[config.mk]
export PLATFORM = sky130hd
export DESIGN_NAME = pipe_stage_skid_flat
export DESIGN_NICKNAME = d
export VERILOG_FILES = /design/src/rtl/pipe_stage_skid_if.sv /design/src/rtl/pipe_stage_skid.sv /design/src/flat_wrapper.sv
export SDC_FILE = /design/constraint.sdc
export NUM_CORES = 1
export LEC_CHECK = 0
export CORE_UTILIZATION = 44
export DETAILED_ROUTE_END_ITERATION = 8
export PLACE_DENSITY_LB_ADDON = 0.12
export SLEW_MARGIN = 30
export SYNTH_ARGS = -nofsm -noshare
export SYNTH_HDL_FRONTEND = slang
export SYNTH_SLANG_ARGS = --single-unit
export TNS_END_PERCENT = 20
[constraint.sdc]
create_clock -name clk -period 1.6 [get_ports clk]
set_input_delay 0.32 -clock clk [delete_from_list [all_inputs] [get_ports clk]]
set_output_delay 0.32 -clock clk [all_outputs]
set_load 0.01 [all_outputs]
[src/rtl/pipe_stage_skid_if.sv]
// pipe_stage_skid_if: valid/ready handshake, flush and payload bundle for an elastic pipeline stage
interface pipe_stage_skid_if #(
  parameter int DATA_W = 128,
  parameter int CTRL_W = 8
);
  logic              in_valid;
  logic              in_ready;
  logic [CTRL_W-1:0] in_ctrl;
  logic [DATA_W-1:0] in_data;
  logic              flush;
  logic              out_valid;
  logic              out_ready;
  logic [CTRL_W-1:0] out_ctrl;
  logic [DATA_W-1:0] out_data;
  modport slave (
    input  in_valid, in_ctrl, in_data, flush, out_ready,
    output in_ready, out_valid, out_ctrl, out_data
  );
  modport master (
    output in_valid, in_ctrl, in_data, flush, out_ready,
    input  in_ready, out_valid, out_ctrl, out_data
  );
endinterface

[src/rtl/pipe_stage_skid.sv]
// pipe_stage_skid: elastic stage register with 2-entry skid buffer, flush, and STAGE_PERF_EN stall/bubble counters
module pipe_stage_skid #(
  parameter int DATA_W = 128,
  parameter int CTRL_W = 8,
  parameter int CNT_W  = 16
) (
  input  logic             clk,
  input  logic             reset,
  pipe_stage_skid_if.slave bus,
  output logic [CNT_W-1:0] stall_cnt,
  output logic [CNT_W-1:0] bubble_cnt
);
  typedef enum logic [1:0] {EMPTY, ONE, FULL} state_t;
  state_t state, state_d;
  logic [CTRL_W-1:0] main_ctrl, main_ctrl_d, skid_ctrl, skid_ctrl_d;
  logic [DATA_W-1:0] main_data, main_data_d, skid_data, skid_data_d;
  logic in_fire, out_fire;
  assign bus.in_ready  = state != FULL;
  assign bus.out_valid = state != EMPTY;
  assign bus.out_ctrl  = bus.out_valid ? main_ctrl : '0;
  assign bus.out_data  = main_data;
  assign in_fire  = bus.in_valid & bus.in_ready;
  assign out_fire = bus.out_valid & bus.out_ready;
  always_comb begin
    state_d     = state;
    main_ctrl_d = main_ctrl;
    main_data_d = main_data;
    skid_ctrl_d = skid_ctrl;
    skid_data_d = skid_data;
    case (state)
      EMPTY: if (in_fire) begin
        state_d     = ONE;
        main_ctrl_d = bus.in_ctrl;
        main_data_d = bus.in_data;
      end
      ONE: if (in_fire && out_fire) begin
        main_ctrl_d = bus.in_ctrl;
        main_data_d = bus.in_data;
      end else if (in_fire) begin
        state_d     = FULL;
        skid_ctrl_d = bus.in_ctrl;
        skid_data_d = bus.in_data;
      end else if (out_fire) begin
        state_d = EMPTY;
      end
      FULL: if (out_fire) begin
        state_d     = ONE;
        main_ctrl_d = skid_ctrl;
        main_data_d = skid_data;
      end
      default: state_d = EMPTY;
    endcase
    if (bus.flush) begin
      state_d     = EMPTY;
      main_ctrl_d = main_ctrl;
      main_data_d = main_data;
      skid_ctrl_d = skid_ctrl;
      skid_data_d = skid_data;
    end
  end
  always_ff @(posedge clk) begin
    if (reset) begin
      state     <= EMPTY;
      main_ctrl <= '0;
      main_data <= '0;
      skid_ctrl <= '0;
      skid_data <= '0;
    end else begin
      state     <= state_d;
      main_ctrl <= main_ctrl_d;
      main_data <= main_data_d;
      skid_ctrl <= skid_ctrl_d;
      skid_data <= skid_data_d;
    end
  end
`ifdef STAGE_PERF_EN
  always_ff @(posedge clk) begin
    if (reset) begin
      stall_cnt  <= '0;
      bubble_cnt <= '0;
    end else begin
      if (bus.out_valid && !bus.out_ready && stall_cnt != '1) stall_cnt <= stall_cnt + 1'b1;
      if (!bus.out_valid && bubble_cnt != '1) bubble_cnt <= bubble_cnt + 1'b1;
    end
  end
`else
  assign stall_cnt  = '0;
  assign bubble_cnt = '0;
`endif
endmodule

[src/flat_wrapper.sv]
// flat-port wrapper written by rule: the top's interface ports become plain ports
module pipe_stage_skid_flat 
#(
  parameter int DATA_W = 128,
  parameter int CTRL_W = 8,
  parameter int CNT_W  = 16
)
  (clk, reset, stall_cnt, bubble_cnt, bus_in_valid, bus_in_ctrl, bus_in_data, bus_flush, bus_out_ready, bus_in_ready, bus_out_valid, bus_out_ctrl, bus_out_data);
  pipe_stage_skid_if #(.DATA_W(DATA_W), .CTRL_W(CTRL_W)) bus_i ();
  input  logic clk;
  input  logic reset;
  output logic [CNT_W-1:0] stall_cnt;
  output logic [CNT_W-1:0] bubble_cnt;
  input wire logic [$bits(bus_i.in_valid)-1:0] bus_in_valid;
  input wire logic [$bits(bus_i.in_ctrl)-1:0] bus_in_ctrl;
  input wire logic [$bits(bus_i.in_data)-1:0] bus_in_data;
  input wire logic [$bits(bus_i.flush)-1:0] bus_flush;
  input wire logic [$bits(bus_i.out_ready)-1:0] bus_out_ready;
  output wire logic [$bits(bus_i.in_ready)-1:0] bus_in_ready;
  output wire logic [$bits(bus_i.out_valid)-1:0] bus_out_valid;
  output wire logic [$bits(bus_i.out_ctrl)-1:0] bus_out_ctrl;
  output wire logic [$bits(bus_i.out_data)-1:0] bus_out_data;
  assign bus_i.in_valid = bus_in_valid;
  assign bus_i.in_ctrl = bus_in_ctrl;
  assign bus_i.in_data = bus_in_data;
  assign bus_i.flush = bus_flush;
  assign bus_i.out_ready = bus_out_ready;
  assign bus_in_ready = bus_i.in_ready;
  assign bus_out_valid = bus_i.out_valid;
  assign bus_out_ctrl = bus_i.out_ctrl;
  assign bus_out_data = bus_i.out_data;
  pipe_stage_skid #(.DATA_W(DATA_W), .CTRL_W(CTRL_W), .CNT_W(CNT_W)) u_core (.clk(clk), .reset(reset), .bus(bus_i), .stall_cnt(stall_cnt), .bubble_cnt(bubble_cnt));
endmodule
==> results of run 1 <==
metrics by stage:
| stage | hold WS (ns) | cell area [sq um] | power, mW |
|---|---|---|---|
| 2_1_floorplan | 0.412 | 13200 | 8.35 |
| 3_3_place_gp | 0.438 | 16400 | 9.39 |
| 3_5_place_dp | 0.443 | 16400 | 9.41 |
| 4_1_cts | 0.0613 | 17300 | 16.1 |
| 5_1_grt | 0.0705 | 18000 | 16.7 |
| 6_report | 0.0833 | 18000 | 16.1 |
cell usage after synthesis:
| cell type | n | area share [%] |
|---|---|---|
| o21a_1 | 1 | 0.058 |
| inv_1 | 1 | 0.029 |
| o41ai_2 | 83 | 10 |
| nor3_1 | 2 | 0.077 |
| buf_6 | 9 | 0.78 |
| nor2_1 | 1 | 0.029 |
| a21oi_1 | 138 | 5.3 |
| buf_2 | 45 | 1.7 |
| nand2_1 | 274 | 7.9 |
| buf_8 | 1 | 0.12 |
| o41ai_1 | 53 | 3.6 |
| nand2b_1 | 3 | 0.14 |
| and3b_1 | 1 | 0.067 |
| nor2b_1 | 145 | 7.0 |
| buf_4 | 47 | 2.7 |
| o21ai_1 | 100 | 3.8 |
| buf_1 | 8 | 0.23 |
| dfxtp_1 | 274 | 42 |
| o21ai_0 | 36 | 1.4 |
| clkbuf_1 | 73 | 2.1 |
| or3_1 | 1 | 0.048 |
| conb_1 | 1 | 0.029 |
| a2111oi_0 | 1 | 0.067 |
| o22a_1 | 1 | 0.067 |
| mux2i_1 | 136 | 10 |
layer usage:
layer  wire [um]  share of wire [%]  track usage, %  vias up
li1            -                  -               -     5499
met1       16500                 46            29.3     5266
met2       16400                 46            33.2      293
met3        2110                5.9            4.79       51
met4         692                1.9            6.14        0
met5           0                  0               0        -
cells in the final DEF (no fill, tap or decap), types with 2 or more instances in the layout:
cell	count
a21oi_1	126
a21oi_2	11
buf_12	30
buf_16	7
buf_2	6
buf_4	28
buf_6	15
buf_8	2
clkbuf_1	11
clkbuf_16	38
clkbuf_8	8
clkdlybuf4s50_1	138
conb_1	32
dfxtp_1	272
dfxtp_4	2
diode_2	4
dlygate4sd2_1	127
mux2i_1	131
mux2i_2	5
nand2_1	258
nand2_2	6
nand2_4	10
nand2b_4	2
nor2_4	2
nor2b_1	141
nor2b_2	3
o21ai_0	21
o21ai_1	93
o21ai_2	21
o41ai_1	34
o41ai_2	98
o41ai_4	4
timing repair:
item                       4_1_cts  5_1_grt
pin swaps                        2       25
resized for setup              190      123
setup buffers                    5        7
setup endpoints to repair      144      276
gates cloned                     1        9
registers in the layout, indices dropped and copies added (netlist names):
name	cells
u_core.bus.out_data	128
u_core.skid_data	128
u_core.main_ctrl	8
u_core.skid_ctrl	8
u_core.state	2
final cells by class:
| class | count | area, sq um | share of cell area [%] |
|---|---|---|---|
| Timing Repair Buffer | 362 | 3920 | 21.7 |
| Tap cell | 384 | 480 | 2.66 |
| Multi-Input combinational cell | 1009 | 7180 | 39.8 |
| Clock buffer | 50 | 927 | 5.14 |
| Sequential cell | 274 | 5490 | 30.4 |
| Antenna cell | 4 | 10.0 | 0.0555 |
| Inverter | 1 | 3.75 | 0.0208 |
| Clock inverter | 2 | 35.0 | 0.194 |
where the power goes:
part / switching [mW] / total [mW] / internal [mW] / leakage (nW)
Clock: 2.70 / 6.76 / 4.06 / 0.471
Combinational: 1.14 / 2.19 / 1.05 / 5.42
Sequential: 0.110 / 7.14 / 7.03 / 2.23
Total: 3.95 / 16.1 / 12.1 / 8.12
worst max path at each step:
stage	from	end	slack [ns]	cells after the start
after global placement	bus_in_valid	u_core.bus.out_data[123]	-0.41	9
after global routing	u_core.state[1]	u_core.skid_data[42]	-0.16	7
after floorplan	bus_out_ready	u_core.skid_data[42]	0.13	7
final	u_core.state[1]	u_core.skid_data[42]	-0.13	7
after detailed placement	bus_in_valid	u_core.bus.out_data[123]	-0.46	9
after CTS	u_core.state[0]	bus_out_valid	-0.17	4
cell families (layout without fill, tap and decap cells):
family	count (synthesis)	in the layout	share of synthesized area [%]
AND/OR/NAND/NOR	427	428	15.2
AO/OA/AOI/OAI	413	413	24.6
flip-flops	274	274	42.0
buffers and inverters	184	415	7.68
multiplexers	136	136	10.4
other	1	36	0.0287
==> results.md, run 1 <==
- Slowest cell on the critical path: or3_4
- Final Skew: 0.00890 ns
- First DRT Iteration DRCs: 620
- CP top delay family: simple AND/OR/NAND/NOR gates
- Crit Reg-Reg Startpoint: u_core.state[1]
- CTS buffer count: 31
- Area delta synth->final: 38.3%
- Post-Syn Instances: 1435
- RSZ-0062 raised after global routing: true
- Period utilization: 108%
- Root Buffer: clkbuf_16
- Syn. warnings: 0
- Worst EP arrival: 2.16 ns
- Crit. End Element: flop
- First-pass GRT wire length: 53.6 mm
- Outcome: complete, but fails checks
- Maximum clock frequency: 0.579 GHz
- Worst slew margin: 63.1%
- Synth cell types: 25
- Worst slew pin tran: 0.554 ns
- Number of max-cap violations: 0
- Worst Hold End: u_core.bus.out_data[23]
- Hold Path Class: input pin to flop
- Clock slew at reported path FFs: 0.06 ns
- Pre-Repair DR Iteration Count: 5
- WP data required: 2.03 ns
- Via count: 11100
- Core Area: 28900 sq um
- Final Util: 62.4%
- Failing checks: negative setup slack
- Input/output buffers: 278
- DIE HEIGHT: 174 um
- Worst-case register-to-register setup slack: -0.13 ns
- CP Class: flop to flop
- Mean Syn Cell Area: 9.09 sq um
- Area of the mapped netlist: 13000 sq um
- Hold Buf Count CTS: 0
- Antenna violations before repair: 4
- Clock sink count: 274
- DIE AREA: 30300 sq um
- Setup WS pre-CTS: -0.462 ns
- WHS Path Cells: 2
- Worst Setup Start Kind: flop
- Post-route setup slack: -0.128 ns
- Final setup violation count: 193
- Routed wire length: 35.6 mm
- Congestion Overflow GR: 0
- Post-layout instance count excluding filler cells: 2086
- Filler Cells Inserted: 2505
- Final Critical Period: 1.73 ns
- Vias per cell: 5.33
- Crit path buffers/inverters: 3
- CTS tree: done
- Max incr delay on CP: 0.50 ns
- Starting Density: 45.1%
- Total leakage power: 8.12 nW
- Peak supply drop: 794 uV
- Remaining antenna violation count: 0
- Post-synthesis sequential area ratio: 42.0%
- Core Rows: 62
- Hold Path Origin: bus_flush
- H-tree depth: 1
- Gr usage total: 21.3%
- CTS max path bufs: 3
- Drt drc: 0
- Total Nets Final: 1820
- Clk_lat worst skew: 0.55 ns
- Crit-path max FO: 8
- Post-placement cell count: 2008
- TNS Setup: -8.80 ns
- Pin count of the biggest net entering global routing: 96
- RR Endpoint: u_core.skid_data[42]
- WL/cell: 17.1 um
- Max-slew violation total from the final report: 0
- Gpl congestion: 0.761
- Die X: 174 um
- I/O Pins: 311
- Layout cell share with drive strength beyond 1: 18.1%
- Seq cells post-synth: 274
- Worst-path cell chain: buf_6, nand2b_4, or3_4, buf_4, buf_6, nand2_1, a21oi_1
- Most frequent CP cell: buf_6
- R2R cell count: 7
- Final HPWL DP: 21.6 mm
- Vias in the first global route: 10000
- Power per cell area: 892 nW/um^2
- Hold Fails Final Rpt: 0
No activity file was read; power rests on OpenSTA's default activity.
==> run 2: changes to the inputs <==
--- a/config.mk
+++ b/config.mk
@@ -5,6 +5,7 @@
 export SDC_FILE = /design/constraint.sdc
 export NUM_CORES = 1
 export LEC_CHECK = 0
+export CAP_MARGIN = 20
 export CORE_UTILIZATION = 44
 export DETAILED_ROUTE_END_ITERATION = 8
 export PLACE_DENSITY_LB_ADDON = 0.12
==> results of run 2 <==
No change in the layout: final DEF, timing and power equal those of run 1.
==> run 3: changes to the inputs <==
--- a/config.mk
+++ b/config.mk
@@ -7,6 +7,7 @@
 export LEC_CHECK = 0
 export CAP_MARGIN = 20
 export CORE_UTILIZATION = 44
+export CTS_CLUSTER_SIZE = 28
 export DETAILED_ROUTE_END_ITERATION = 8
 export PLACE_DENSITY_LB_ADDON = 0.12
 export SLEW_MARGIN = 30
==> run 3 against run 2 <==
The flow still finishes with violations (negative setup slack). Final area is 2.5% lower. Sequential cell count unchanged. Core utilization down 1.5 points. Largest cell class unchanged.
==> results.md, run 3 (synthesis results as in run 1) <==
- Maximum clock frequency: 0.590 GHz (+2.0%)
- Hold Buf Count CTS: 0 (unchanged)
- Remaining antenna violation count: 0 (unchanged)
- First-pass GRT wire length: 53.6 mm (+0.12%)
- Worst Setup Start Kind: flop
- Root Buffer: clkbuf_16
- Power per cell area: 897 nW/um^2 (+0.58%)
- CTS buffer count: 31 (unchanged)
- WP data required: 1.28 ns (-0.75 ns)
- Clk_lat worst skew: 0.54 ns (about the same)
- Pin count of the biggest net entering global routing: 96 (unchanged)
- Final Critical Period: 1.69 ns (-0.0332 ns)
- Starting Density: 45.1% (unchanged)
- Length of routed met2 wiring: 15.3 mm (-6.4%)
- Clock slew at reported path FFs: 0.06 ns (about the same)
- Post-placement cell count: 2008 (unchanged)
- Post-layout instance count excluding filler cells: 2076 (-0.48%)
- Failing checks: negative setup slack
- Vias per cell: 5.25 (-1.4%)
- Clock sink count: 274 (unchanged)
- Die X: 174 um (unchanged)
- Crit. End Element: primary output
- I/O Pins: 311 (unchanged)
- CTS max path bufs: 3 (unchanged)
- Vias in the first global route: 10100 (+0.26%)
- Gr usage total: 21.3% (about the same)
- Worst slew margin: 66.1% (+3.1 points)
- Final Util: 60.8% (-1.5 points)
- Fin area: 17600 sq um (-2.5%)
- Layout cell share with drive strength beyond 1: 15.4% (-2.7 points)
- Total Nets Final: 1811 (-0.49%)
- Pwr Total: 15.8 mW (-1.9%)
- Pre-Repair DR Iteration Count: 5 (unchanged)
- Total leakage power: 7.95 nW (-2.1%)
- DP Area: 16400 sq um (unchanged)
- Most frequent cells in the layout: nand2_1 (274), dfxtp_1 (272), nor2b_1 (141), clkdlybuf4s50_1 (138), mux2i_1 (133)
- Final HPWL DP: 21.6 mm (unchanged)
- Number of max-cap violations: 0 (unchanged)
- CP Class: flop to primary output
- Peak supply drop: 712 uV (-10%)
- Core Area: 28900 sq um (unchanged)
- Worst slew pin tran: 0.508 ns (-0.0462 ns)
- Core Rows: 62 (unchanged)
- Uppermost layer routed: met4
- Final setup violation count: 79 (-59%)
- Outcome: complete, but fails checks
- Hold Path Class: input pin to flop
- First DRT Iteration DRCs: 629 (+1.5%)
- DIE AREA: 30300 sq um (unchanged)
- Max-slew violation total from the final report: 0 (unchanged)
- Area delta synth->final: 34.9%
- CTS tree: done
- M1 wire length: 15.9 mm (-3.5%)
- Routed wl met3: 1.90 mm (-9.9%)
- Congestion Overflow GR: 0 (unchanged)
- Worst EP arrival: 1.37 ns (-0.79 ns)
- H-tree depth: 1 (unchanged)
- Routed wire length: 33.8 mm (-5.1%)
- Via count: 10900 (-1.9%)
- Commonest non-fill, non-tap cell in the layout: nand2_1
- Crit-path max FO: 3 (-5)
- Post-route setup slack: -0.0949 ns (+0.0332 ns)
- Final Skew: 0.00498 ns (-0.00391 ns)
- Gpl congestion: 0.761 (unchanged)
- Antenna violations before repair: 3 (-1)
- Hold Fails Final Rpt: 0 (unchanged)
- Drt drc: 0 (unchanged)
- WL/cell: 16.3 um (-4.6%)
- Period utilization: 106% (-2.1 points)
- Input/output buffers: 278 (unchanged)
- DIE HEIGHT: 174 um (unchanged)
- RSZ-0062 raised after global routing: true
run 3: cell count changes in the layout (fill, tap and decap cells not counted), moves of 3 or more:
cell / delta
a21oi_1: +5
nand2_1: +16
nand2_4: -10
o21ai_1: +11
o21ai_2: -11
buf_16: -3
buf_12: +3
o41ai_4: -3
nand2_2: -6
a21oi_2: -5
clkbuf_16: -6
run 3: metal layers:
layer,track usage (%),vias up
met5,0,-
met3,4.83,46
met2,33.3,273
met4,5.92,0
li1,-,5469
met1,29.4,5108
run 3: worst max-delay path, cell delays in order, from the launching register on:
cell     delay, ns
dfxtp_4       0.37
nor2_4        0.17
buf_12        0.13
nor2b_2       0.03
buf_2         0.13
run 3: area by class of cell:
cell class              instances  area (sq um)
multi-input cells            1009          6970
repair buffers                353          3720
inverters                       1          3.75
clock inverters                 2          12.5
flip-flops and latches        274          5490
diodes                          3          7.51
fillers                      2566         11300
clock buffers                  50           917
well taps                     384           480
run 3: stage by stage:
step	worst slack, ns	TNS, ns	hold WS, ns
5_1_grt	-0.159	-18.77	0.0806
2_1_floorplan	0.126	0	0.412
4_1_cts	-0.174	-2.04	0.0586
3_5_place_dp	-0.462	-105.81	0.443
6_report	-0.0949	-1.80	0.0921
3_3_place_gp	-0.414	-98.64	0.438
run 3: worst paths after layout:
kind / from / end / slack [ns] / depth (start not counted)
hold reg to reg: u_core.skid_data[93] / u_core.skid_data[93] / 0.45 / 2
hold / removal: bus_flush / u_core.bus.out_data[23] / 0.09 / 2
setup reg to reg: u_core.state[1] / u_core.bus.out_data[123] / -0.07 / 8
setup / recovery: u_core.state[0] / bus_out_ctrl[6] / -0.09 / 4
run 3: power breakdown:
part	switching (mW)	leakage (nW)	internal (mW)	total (mW)
combinational	1.10	5.27	1.01	2.11
clock	2.68	0.451	3.85	6.54
sequential	0.108	2.23	7.03	7.14
total	3.89	7.95	11.9	15.8
run 3: repair_timing:
action	in CTS	in global routing
buffers inserted	6	5
pin swaps	2	3
endpoints found under the setup margin	146	279
gates cloned	1	1
hold endpoints to repair	0	0
gates resized for setup	187	68
